File: config.mk
export PLATFORM = sky130hd
export DESIGN_NAME = sync_fifo_reader
export DESIGN_NICKNAME = d
export VERILOG_FILES = /design/src/rtl/fifo_pkg.sv /design/src/rtl/fifo_obuf2.sv /design/src/rtl/sync_fifo_reader.sv
export SDC_FILE = /design/constraint.sdc
export NUM_CORES = 1
export LEC_CHECK = 0
export ABC_AREA = 1
export CAP_MARGIN = 20
export CORE_ASPECT_RATIO = 0.75
export CORE_MARGIN = 2
export CORE_UTILIZATION = 45
export CTS_CLUSTER_DIAMETER = 100
export CTS_CLUSTER_SIZE = 25
export DETAILED_ROUTE_END_ITERATION = 12
export HOLD_SLACK_MARGIN = 0.05
export PLACE_DENSITY = 0.78
export SYNTH_ARGS = -nofsm -noshare
export SYNTH_HDL_FRONTEND = slang
export SYNTH_SLANG_ARGS = --single-unit
File: constraint.sdc
create_clock -name clk -period 1.78 [get_ports clk]
set_input_delay 0.267 -clock clk [delete_from_list [all_inputs] [get_ports clk]]
set_output_delay 0.267 -clock clk [all_outputs]
set_load 0.02 [all_outputs]
File: src/rtl/fifo_pkg.sv
// Shared constants and helpers for the Sync_FIFO family (FIFO, writer, reader).
// The reader's output buffer depth is fixed at two entries to hide the FIFO's registered read.
package fifo_pkg;

  localparam int DWIDTH_DEF = 16;
  localparam int OBUF_DEPTH = 2;
  localparam int OBUF_CNT_W = $clog2(OBUF_DEPTH + 1);

  typedef logic [OBUF_CNT_W-1:0] obuf_cnt_t;

  // True when one more word can be requested: buffered + in flight - leaving < depth.
  function automatic logic has_credit(input obuf_cnt_t count, input logic inflight,
                                      input logic pop);
    logic [OBUF_CNT_W:0] occ;
    occ = {1'b0, count} + {{OBUF_CNT_W{1'b0}}, inflight} - {{OBUF_CNT_W{1'b0}}, pop};
    return occ < (OBUF_CNT_W + 1)'(OBUF_DEPTH);
  endfunction

endpackage

File: src/rtl/fifo_obuf2.sv
// Two-entry circular output queue used by sync_fifo_reader.
// Push writes the tail, pop advances the head; both may occur in one cycle. Flush empties it.
module fifo_obuf2
  import fifo_pkg::*;
#(
  parameter int DWIDTH = DWIDTH_DEF
) (
  input  logic              clk,
  input  logic              rstn,
  input  logic              push_i,
  input  logic [DWIDTH-1:0] push_data_i,
  input  logic              pop_i,
  input  logic              flush_i,
  output logic [DWIDTH-1:0] head_o,
  output obuf_cnt_t         count_o
);

  logic [DWIDTH-1:0] mem_q [OBUF_DEPTH];
  logic              wr_ptr_q, wr_ptr_d;
  logic              rd_ptr_q, rd_ptr_d;
  obuf_cnt_t         count_q, count_d;

  always_comb begin
    // NOTE: every next-state signal gets a default first so no path leaves it unassigned (no latch).
    wr_ptr_d = wr_ptr_q;
    rd_ptr_d = rd_ptr_q;
    count_d  = count_q;
    if (flush_i) begin
      wr_ptr_d = 1'b0;
      rd_ptr_d = 1'b0;
      count_d  = '0;
    end else begin
      if (push_i) wr_ptr_d = ~wr_ptr_q;
      if (pop_i)  rd_ptr_d = ~rd_ptr_q;
      count_d = count_q + obuf_cnt_t'(push_i) - obuf_cnt_t'(pop_i);
    end
  end

  always_ff @(posedge clk or negedge rstn) begin
    if (!rstn) begin
      // NOTE: sequential state uses non-blocking assignments so all registers update together.
      wr_ptr_q <= 1'b0;
      rd_ptr_q <= 1'b0;
      count_q  <= '0;
    end else begin
      wr_ptr_q <= wr_ptr_d;
      rd_ptr_q <= rd_ptr_d;
      count_q  <= count_d;
    end
  end

  // NOTE: the storage is reset too, so m_data reads a defined zero out of reset.
  always_ff @(posedge clk or negedge rstn) begin
    if (!rstn) begin
      for (int i = 0; i < OBUF_DEPTH; i++) mem_q[i] <= '0;
    end else if (push_i && !flush_i) begin
      mem_q[wr_ptr_q] <= push_data_i;
    end
  end

  assign head_o  = mem_q[rd_ptr_q];
  assign count_o = count_q;

endmodule

File: src/rtl/sync_fifo_reader.sv
// Read-side controller for Sync_FIFO: pops words and presents them on a valid/ready stream.
// A credit of two (buffered + in flight) lets it sustain one word per clock despite the read latency.
module sync_fifo_reader
  import fifo_pkg::*;
#(
  parameter int DWIDTH = DWIDTH_DEF,
  parameter int CNT_W  = 16
) (
  input  logic              clk,
  input  logic              rstn,
  input  logic              fifo_empty,
  input  logic [DWIDTH-1:0] fifo_dout,
  output logic              fifo_rd_en,
  input  logic              flush,
  output logic              m_valid,
  input  logic              m_ready,
  output logic [DWIDTH-1:0] m_data,
  output logic [CNT_W-1:0]  xfer_cnt,
  output logic              busy
);

  logic             run_q;
  logic             inflight_q;
  logic [CNT_W-1:0] xfer_cnt_q, xfer_cnt_d;
  obuf_cnt_t        count;
  logic             pop;
  logic             push;

  // Flush discards the returning word and suppresses both the pop and the counter step.
  assign pop  = m_valid && m_ready && !flush;
  assign push = inflight_q && !flush;

  // run_q holds off the first pop until the first clock edge after reset release.
  assign fifo_rd_en = run_q && !fifo_empty && !flush && has_credit(count, inflight_q, pop);

  assign xfer_cnt_d = xfer_cnt_q + CNT_W'(pop);

  always_ff @(posedge clk or negedge rstn) begin
    if (!rstn) begin
      run_q      <= 1'b0;
      inflight_q <= 1'b0;
      xfer_cnt_q <= '0;
    end else begin
      run_q      <= 1'b1;
      inflight_q <= fifo_rd_en;
      xfer_cnt_q <= xfer_cnt_d;
    end
  end

  fifo_obuf2 #(
    .DWIDTH (DWIDTH)
  ) u_obuf (
    .clk         (clk),
    .rstn        (rstn),
    .push_i      (push),
    .push_data_i (fifo_dout),
    .pop_i       (pop),
    .flush_i     (flush),
    .head_o      (m_data),
    .count_o     (count)
  );

  assign m_valid  = (count != '0);
  assign busy     = m_valid || inflight_q;
  assign xfer_cnt = xfer_cnt_q;

endmodule

Word level (Yosys, flattened, before mapping)
Index checks and enable logic that the tools add are counted.
Cells by class
  multiplexer cells: 11
  bitwise operators: 4
  $add $sub $neg: 5
  reductions and logical operators: 14
  order comparisons: 4
Operators with widths (count)
  2-to-1 mux 16 bit: 4
  bitwise mux 32 bit: 1
  adder 16 x 1 -> 16 bit: 1
  demux 16 bit (select 1 bit): 1
  logical AND 1 bit: 8
  nonzero test 2 bit: 3
  greater-or-equal comparator 2 bit (second input constant): 2
  2-to-1 mux 1 bit: 4
  inverter 1 -> 2 bit: 2
  adder 2 x 1 -> 3 bit: 1
  less-than comparator 3 x 2 -> 1 bit (second input constant): 1
  subtractor 3 x 1 -> 3 bit: 1
  adder 2 x 1 -> 2 bit: 1
  logical NOT 1 bit: 2
  less-than comparator 2 x 1 -> 1 bit (second input constant): 1
  2-to-1 mux 2 bit: 1
  inverter 1 bit: 2
  subtractor 2 x 1 -> 2 bit: 1
  logical OR 1 bit: 1
Word-level totals
  input port bits: 21
  word-level logic and storage cells: 46
  flip-flop bits (word level): 54
  output and inout bits: 35

Depth between registers and ports, before layout
Gate-level depths: netlist of the first run.
  word-level depth: 6
  mapped depth: 11
  depth with buffers taken out: 11

Modules after synthesis
From an unflattened synthesis of the first run, not the netlist that was laid out.
Second synthesis, totals
  cell total of the unflattened synthesis: 270
  area, all modules: 2807.7 µm²
By module, submodules not included
  fifo_obuf2: instances 1, sequential area each 900.9 µm², area each 1856.8 µm², cells each 162
  sync_fifo_reader: instances 1, sequential area each 450.4 µm², area each 950.9 µm², cells each 108

Worst setup path after synthesis of the first run
Ideal clock, no wire load.
  path kind: register to output
  start point: reg u_obuf.count_q[1], in the netlist u_obuf.count_o[1]
  end point: out fifo_rd_en
  arrival time: 2.322 ns
  buffers on the path: 0
  stages on the path, launching flop included: 11
  path slack: -0.809 ns
  data required time: 1.513 ns
  cells stage by stage: dfrtp_1 -> inv_1 -> nand2_2 -> nand2_2 -> nor2_4 -> nand2_1 -> nand2_1 -> nand2_1 -> fa_1 -> nand2_1 -> nor4_1
On the way
  word-level cells in the longest chain between the ends: 6
  elaborated cells between the ends (all ways): 7
  classes of those cells: add/sub: 2; order compare: 1; reduce/logical: 4
Ends and longest elaborated chain
  start, declared: RTL line fifo_obuf2.sv:21  | obuf_cnt_t count_q, count_d;
  start signal, assigned: RTL line fifo_obuf2.sv:48  | count_q <= count_d;
  nonzero test 2 bit: RTL line sync_fifo_reader.sv:63  | assign m_valid = (count != '0);
  net m_valid: RTL line sync_fifo_reader.sv:15  | output logic m_valid,
  logical AND 1 bit (2 in a row): RTL line sync_fifo_reader.sv:30  | assign pop = m_valid && m_ready && !flush;
  subtractor 3 x 1 -> 3 bit: RTL line fifo_pkg.sv:15  | occ = {1'b0, count} + {{OBUF_CNT_W{1'b0}}, inflight} - {{OBUF_CNT_W{1'b0}}, pop};
  less-than comparator 3 x 2 -> 1 bit: RTL line fifo_pkg.sv:16  | return occ < (OBUF_CNT_W + 1)'(OBUF_DEPTH);
  logical AND 1 bit: RTL line sync_fifo_reader.sv:34  | assign fifo_rd_en = run_q && !fifo_empty && !flush && has_credit(count, inflight_q, pop);
  end, declared: RTL line sync_fifo_reader.sv:13  | output logic fifo_rd_en,
The timed path passes the listed nets, and every way through them passes these cells.

Worst setup path after layout of the first run
  start point: reg u_obuf.count_q[1], in the netlist u_obuf.count_o[1]
  end point: out fifo_rd_en
On the way
  word-level cells in the longest chain between the ends: 6
  elaborated cells between the ends (all ways): 7
  classes of those cells: add/sub: 2; order compare: 1; reduce/logical: 4
Ends and longest elaborated chain (RTL line)
  parallel branches: the longest is 3 deep, another holds adder 2 x 1 -> 3 bit
  subtractor 3 x 1 -> 3 bit (*): fifo_pkg.sv:15
  less-than comparator 3 x 2 -> 1 bit (*): fifo_pkg.sv:16
  logical AND 1 bit (*): sync_fifo_reader.sv:34
Mark *: on every way between the ends.

==> results.tsv, run 1 <==
stage	metric	value	unit
status	status	finished with violations	
status	failed_checks	negative setup slack	
clocking	insertion_delay	0.32	ns
critical_path	cp_max_fo	3	
drt	num_vias	2158	
global_route	grt_pass1_wl	9560	microns
global_route	met2_usage	28.9	%
flow_run	cap_violations	0	
clocking	cts_root_buf	clkbuf_8	
floorplanning	start_util	47.2	%
drt	drc	0	
critical_path	critical-path-max-stage-delay	0.49	ns
critical_path	path_buf_inv	2	
floorplanning	rows	23	
drt	routed_via_density	4.80	
synth	synth_cell_type_count	29	
critical_path	r2r-end	inflight_q	
placed_design	post_dp_cell_area	0.00332	sq mm
floorplanning	core-area	0.00538	sq mm
final_layout	multi_input_area	0.00106	sq mm
drt	ant_nets	0	
final_layout	final_area	0.00351	sq mm
clocking	cts.clk_slew.worst_paths	0.10	ns
critical_path	worstSetupStartpointType	flop	
global_route	grt_max_degree	34	
synth	ys_ff_latch	54	
sta	period_needed	2.43	ns
sta	report.final.slew_viol_count	0	
critical_path	crit_path_end_kind	output pin	
critical_path	r2r_slack	0.02	ns
critical_path	worstSetupPathType	reg2out	
synth	synthMuxAreaShare	0	%
sta	finalSetupViolCount	1	
clocking	htreeDepth	2	
drt	drt_wl_total	5690	microns
clocking	cts_made_buffers	5	
final_layout	area_delta_synth_final	38.4	%
synth	avgSynthCellArea	8.66	sq um
sta	rsz0062_at_grt	true	
power_and_ir_drop	seqPwrFrac	46.8	%
placed_design	placed_cells	435	
synth	ys.warnings.count	0	
critical_path	crit_slowest_cell	fa_1	
synth	synth_top_family_by_area	simple AND/OR/NAND/NOR gates	
global_route	overflow	0	
final_layout	n_fill_cell	454	
power_and_ir_drop	swShare	33.0	%
synth	synth_compound_area_share	7.54	%
floorplanning	die_h	69.0	microns
drt	dr.pass1.iters	4	
clocking	cts_tree	done	
critical_path	arrival	2.16	ns
critical_path	rr_worst_depth	10	
synth	synth_simple_gate_area_share	25.5	%
sta	hold_slack	0.258	ns
sta	setup_slack	-0.650	ns
synth	synth_adder_area_share	2.27	%
sta	fin_worst_skew	0.0111	ns
clocking	numClockSinks	54	
critical_path	crit_path_frequent_cell	nand2_2	
final_layout	final_nets	399	
critical_path	crit_path_cell_trace	inv_2 > nand2_4 > nand2_4 > nor2_4 > nand2_2 > nand2_2 > nand2_2 > fa_1 > nand2_2 > nor4_4 > buf_4	
global_route	use_met3	4.04	%
critical_path	cp.depth	11	
power_and_ir_drop	power.leakage	1.83	nW
global_route	first_global_vias	2020	
placed_design	dp_hpwl	3850	microns
sta	fin_crit_sh	137	%
drt	routedWlPerCell	12.6	microns
power_and_ir_drop	power_frac_comb	27.5	%
sta	finalHoldViolations	0	
final_layout	fin_cells	450	
critical_path	crit_required	1.51	ns
global_route	grt-busiest-layer	met2	
power_and_ir_drop	power.density	965	mW/mm^2
final_layout	antenna_cells	0	
placed_design	pre_cts_ws	-1.14	ns
critical_path	crit-reg2reg-launch	u_obuf.count_o[1]	
synth	synth_nets	318	
placed_design	place.gp.congestion	0.803	
sta	fmax	412	MHz
hold_path	hp-class	in2async	
global_route	grt.met1_usage	27.2	%
placed_design	port_buffers	55	
synth	ys_seq_area_share	53.3	%
sta	setup_tns	-0.650	ns
power_and_ir_drop	clock_power_share	25.7	%
final_layout	register_area	0.00136	sq mm
floorplanning	die_area	0.00626	sq mm
final_layout	drive_gt1_share	17.9	%
critical_path	critPathTopFamily	simple AND/OR/NAND/NOR gates	
power_and_ir_drop	switchingPower	1.12	mW
floorplanning	io_pins	56	
synth	synth_cells	293	
power_and_ir_drop	power.internal	2.27	mW
floorplanning	die_w	90.7	microns
global_route	grt_usage	18.9	%
drt	drtIter0Drc	198	
synth	netlist_area	0.00254	sq mm
power_and_ir_drop	ir_worst_vdd	847	uV
synth	synth_xor_area_share	3.80	%
clocking	cts_max_path_buffers	2	
global_route	antenna_found_initial	0	
==> metrics by stage <==
stage,power [mW],utilization (%)
final,3.39,65.2
after CTS,3.39,63.7
after global placement,2.58,61.7
after floorplan,2.09,-
after global routing,3.58,65.2
after detailed placement,2.61,61.7
==> state kept, by name, indices dropped and copies added (netlist names) <==
register	flops
u_obuf.rd_ptr_q	1
inflight_q	1
u_obuf.mem_q	32
run_q	1
u_obuf.count_o	2
u_obuf.wr_ptr_q	1
xfer_cnt	16
==> metal layers <==
layer,wire length (microns),share of wire (%)
met5,0,0
met4,71,1.2
met3,286,5.0
met2,2670,47
met1,2660,47
==> Yosys cell counts <==
master,count,area share [%]
nand2_1,107,16
dfrtp_1,54,53
inv_1,29,4.3
o21ai_0,23,4.5
o21ai_1,11,2.2
nand3_1,9,1.8
nor2_1,9,1.3
xor2_1,8,2.8
nand2_2,4,0.99
nor2_4,4,1.8
a21oi_1,3,0.59
buf_4,3,0.89
buf_6,3,1.3
ha_1,3,1.5
nand3b_1,3,0.89
xnor2_1,3,1.0
buf_2,2,0.39
inv_2,2,0.30
nand4_1,2,0.49
nor2_2,2,0.49
a31oi_1,1,0.25
clkbuf_1,1,0.15
clkinv_1,1,0.15
conb_1,1,0.15
fa_1,1,0.79
nand2_4,1,0.44
nand3_2,1,0.39
nand4_4,1,0.84
nor4_1,1,0.25
==> cell families (layout without fill, tap and decap cells) <==
| kind of cell | count (synthesis) | in the layout |
|---|---|---|
| adder cells (fa/ha/maj) | 4 | 4 |
| XOR/XNOR | 11 | 11 |
| flip-flops | 54 | 54 |
| AND/OR/NAND/NOR | 144 | 144 |
| buffers and inverters | 41 | 123 |
| AO/OA/AOI/OAI | 38 | 38 |
| other | 1 | 1 |
==> how the worst max path moves through the flow <==
stage | from | end
detailed placement | m_ready | fifo_rd_en
CTS | u_obuf.count_o[1] | fifo_rd_en
finish | u_obuf.count_o[1] | fifo_rd_en
global route | u_obuf.count_o[1] | fifo_rd_en
global placement | m_ready | fifo_rd_en
floorplan | u_obuf.count_o[1] | fifo_rd_en
==> placed cells by master (no fill, tap or decap), drive strengths merged, types with 3 or more instances in the layout <==
cell / count
a21oi: 3
buf: 29
clkbuf: 5
clkdlybuf4s50: 34
dfrtp: 54
dlygate4sd2: 18
ha: 3
inv: 33
nand2: 112
nand3: 10
nand3b: 3
nand4: 3
nor2: 15
o21ai: 34
xnor2: 3
xor2: 8
==> timing repair <==
| item | 4_1_cts | 5_1_grt |
|---|---|---|
| setup endpoints to repair | 20 | 11 |
| pin swaps | 1 | 1 |
| hold endpoints to repair | 54 | 0 |
| resized for setup | 26 | 12 |
| buffers inserted | 0 | 6 |
| hold buffers | 1 | 0 |
==> power groups by stage <==
stage,combinational (mW),sequential (mW),clock (mW)
floorplan,0.497,1.60,0
global placement,0.996,1.58,0
detailed placement,1.02,1.59,0
CTS,0.927,1.57,0.888
global route,1.03,1.61,0.942
finish,0.932,1.59,0.871
==> layout make-up <==
cell class,count,share of cell area [%]
Tap cell,75,2.67
Clock inverter,3,1.39
Sequential cell,54,38.6
Clock buffer,5,1.96
Inverter,32,3.42
Multi-Input combinational cell,198,30.3
Timing Repair Buffer,83,21.7
Power figures use the tool's default switching activity.
==> run 2: changes to the inputs <==
- CELL_PAD_IN_SITES_DETAIL_PLACEMENT: unset -> 0
- CELL_PAD_IN_SITES_GLOBAL_PLACEMENT: unset -> 1
- CORE_MARGIN: 2 -> unset
- CORE_UTILIZATION: 45 -> 34
- PLACE_DENSITY: 0.78 -> 0.81
==> results.tsv, run 2 (synthesis results as in run 1) <==
stage	metric	value	unit	change
status	status	finished with violations		
status	failed_checks	negative setup slack		
floorplanning	rows	26		+13%
clocking	cts_max_path_buffers	2		unchanged
final_layout	postLayoutCoreUtil	49.4	%	-16 points
sta	fin_crit_sh	136	%	-0.40 points
clocking	numClockSinks	54		unchanged
floorplanning	start_util	36.1	%	-11 points
floorplanning	die_area	0.00782	sq mm	+25%
sta	rsz0062_at_grt	true		
placed_design	placed_cells	460		+5.7%
drt	drtIter0Drc	108		-45%
critical_path	arrival	2.16	ns	about the same
clocking	cts.clk_slew.worst_paths	0.10	ns	about the same
drt	drt_wl_total	5580	microns	-1.9%
final_layout	regMostFlops	u_obuf.mem_q		
drt	drc	0		unchanged
final_layout	antenna_cells	0		unchanged
placed_design	dp_hpwl	4050	microns	+5.3%
sta	finalHoldViolations	0		unchanged
sta	period_needed	2.42	ns	-0.00713 ns
drt	ant_nets	0		unchanged
placed_design	pre_cts_ws	-1.17	ns	-0.0320 ns
placed_design	port_buffers	55		unchanged
power_and_ir_drop	power_frac_comb	28.7	%	+1.2 points
placed_design	place.gp.congestion	0.780		-2.8%
sta	setup_slack	-0.643	ns	+0.00713 ns
power_and_ir_drop	power.internal	2.12	mW	-6.8%
drt	dr.pass1.iters	4		unchanged
sta	hold_slack	0.455	ns	+0.197 ns
clocking	cts_tree	done		
power_and_ir_drop	seqPwrFrac	49.2	%	+2.4 points
clocking	htreeDepth	2		unchanged
sta	finalSetupViolCount	1		unchanged
global_route	overflow	0		unchanged
power_and_ir_drop	power.leakage	1.79	nW	-2.4%
final_layout	drive_gt1_share	17.2	%	-0.63 points
global_route	antenna_found_initial	0		unchanged
drt	num_vias	2067		-4.2%
sta	max_slew.worst_pin.slew	0.506	ns	
clocking	insertion_delay	0.31	ns	about the same
clocking	cts_root_buf	clkbuf_8		
clocking	cts_made_buffers	5		unchanged
final_layout	area_delta_synth_final	36.9	%	
final_layout	largest_reg_flops	32		unchanged
power_and_ir_drop	swShare	33.7	%	+0.67 points
global_route	grt_max_degree	34		unchanged
power_and_ir_drop	ir_worst_vdd	439	uV	-48%
final_layout	fin_cells	475		+5.6%
final_layout	final_nets	401		+0.50%
global_route	first_global_vias	1944		-3.8%
power_and_ir_drop	finalPower	3.19	mW	-5.8%
floorplanning	die_w	102	microns	+12%
sta	fin_worst_skew	0.0115	ns	+0.000489 ns
final_layout	layout_common_cells	nand2_1, dfrtp_1, clkdlybuf4s50_1		
critical_path	worstSetupPathType	reg2out		
critical_path	crit_required	1.51	ns	about the same
hold_path	hp-class	in2async		
power_and_ir_drop	clock_power_share	22.1	%	-3.6 points
global_route	grt_usage	15.7	%	-3.2 points
floorplanning	io_pins	56		unchanged
power_and_ir_drop	power.density	919	mW/mm^2	-4.8%
sta	relSlewSlack	66.3	%	
sta	report.final.slew_viol_count	0		unchanged
final_layout	layout_commonest_cell	nand2_1		
critical_path	cp_max_fo	3		unchanged
global_route	grt_pass1_wl	9420	microns	-1.4%
final_layout	n_fill_cell	699		+54%
power_and_ir_drop	switchingPower	1.07	mW	-3.9%
flow_run	cap_violations	0		unchanged
critical_path	crit_path_end_kind	output pin		
sta	fmax	413	MHz	+0.29%
drt	routed_via_density	4.35		-9.3%
drt	routedWlPerCell	11.8	microns	-7.0%
floorplanning	die_h	76.8	microns	+11%
floorplanning	core-area	0.00703	sq mm	+31%
critical_path	worstSetupStartpointType	flop		
run 2: worst paths after layout:
kind | start | endpoint | slack, ns | cells after the start
worst max-delay path | u_obuf.count_o[1] | fifo_rd_en | -0.64 | 12
worst min-delay path | rstn | xfer_cnt[7] | 0.46 | 2
worst max register to register | u_obuf.count_o[1] | inflight_q | 0.02 | 11
worst min register to register | u_obuf.mem_q[17] | u_obuf.mem_q[17] | 0.49 | 2
max in group asynchronous | rstn | u_obuf.mem_q[22] | 0.65 | 3
min in group clk | u_obuf.mem_q[17] | u_obuf.mem_q[17] | 0.49 | 2
run 2: routing by layer:
metal,vias to the layer above,share of wire (%),global-route usage [%]
li1,1078,-,-
met5,-,0,0
met2,41,43,21.6
met3,4,4.5,4.47
met4,0,0.91,4.49
met1,944,51,23.6
run 2: worst max-delay path: stages, from the launching register on:
cell	delay, ns
dfrtp_1	0.41
inv_2	0.09
nand2_4	0.06
nand2_4	0.06
nor2_4	0.04
inv_1	0.05
nand2_1	0.06
nand2_2	0.07
nand2_2	0.05
fa_1	0.49
nand2_2	0.07
nor4_4	0.22
buf_4	0.18
run 2: per-stage QoR:
stage          cell area, sq um  TNS, ns
2_1_floorplan              2570   -0.687
3_3_place_gp               3340    -2.51
3_5_place_dp               3340    -2.79
4_1_cts                    3440   -0.647
5_1_grt                    3470   -0.932
6_report                   3470   -0.643
run 2: power by group through the flow:
stage	logic (mW)	clock network (mW)	registers [mW]
6_report	0.916	0.706	1.57
5_1_grt	1.02	0.802	1.60
4_1_cts	0.925	0.740	1.57
3_5_place_dp	1.01	0	1.59
3_3_place_gp	0.998	0	1.58
2_1_floorplan	0.497	0	1.60
run 2: cell type report:
cell class | count | area (sq um) | share of cell area, %
Tap cell | 98 | 123 | 3.53
Clock buffer | 5 | 68.8 | 1.98
Sequential cell | 54 | 1350 | 38.9
Inverter | 32 | 120 | 3.46
Timing Repair Buffer | 85 | 747 | 21.5
Multi-Input combinational cell | 198 | 1040 | 29.8
Clock inverter | 3 | 26.3 | 0.756
run 2: timing repair:
item / CTS / global route
buffers inserted: 2 / 4
setup endpoints to repair: 20 / 5
pin swaps: 1 / 1
hold endpoints to repair: 19 / 0
hold buffers: 1 / 0
resized for setup: 26 / 4
gates cloned: 0 / 0
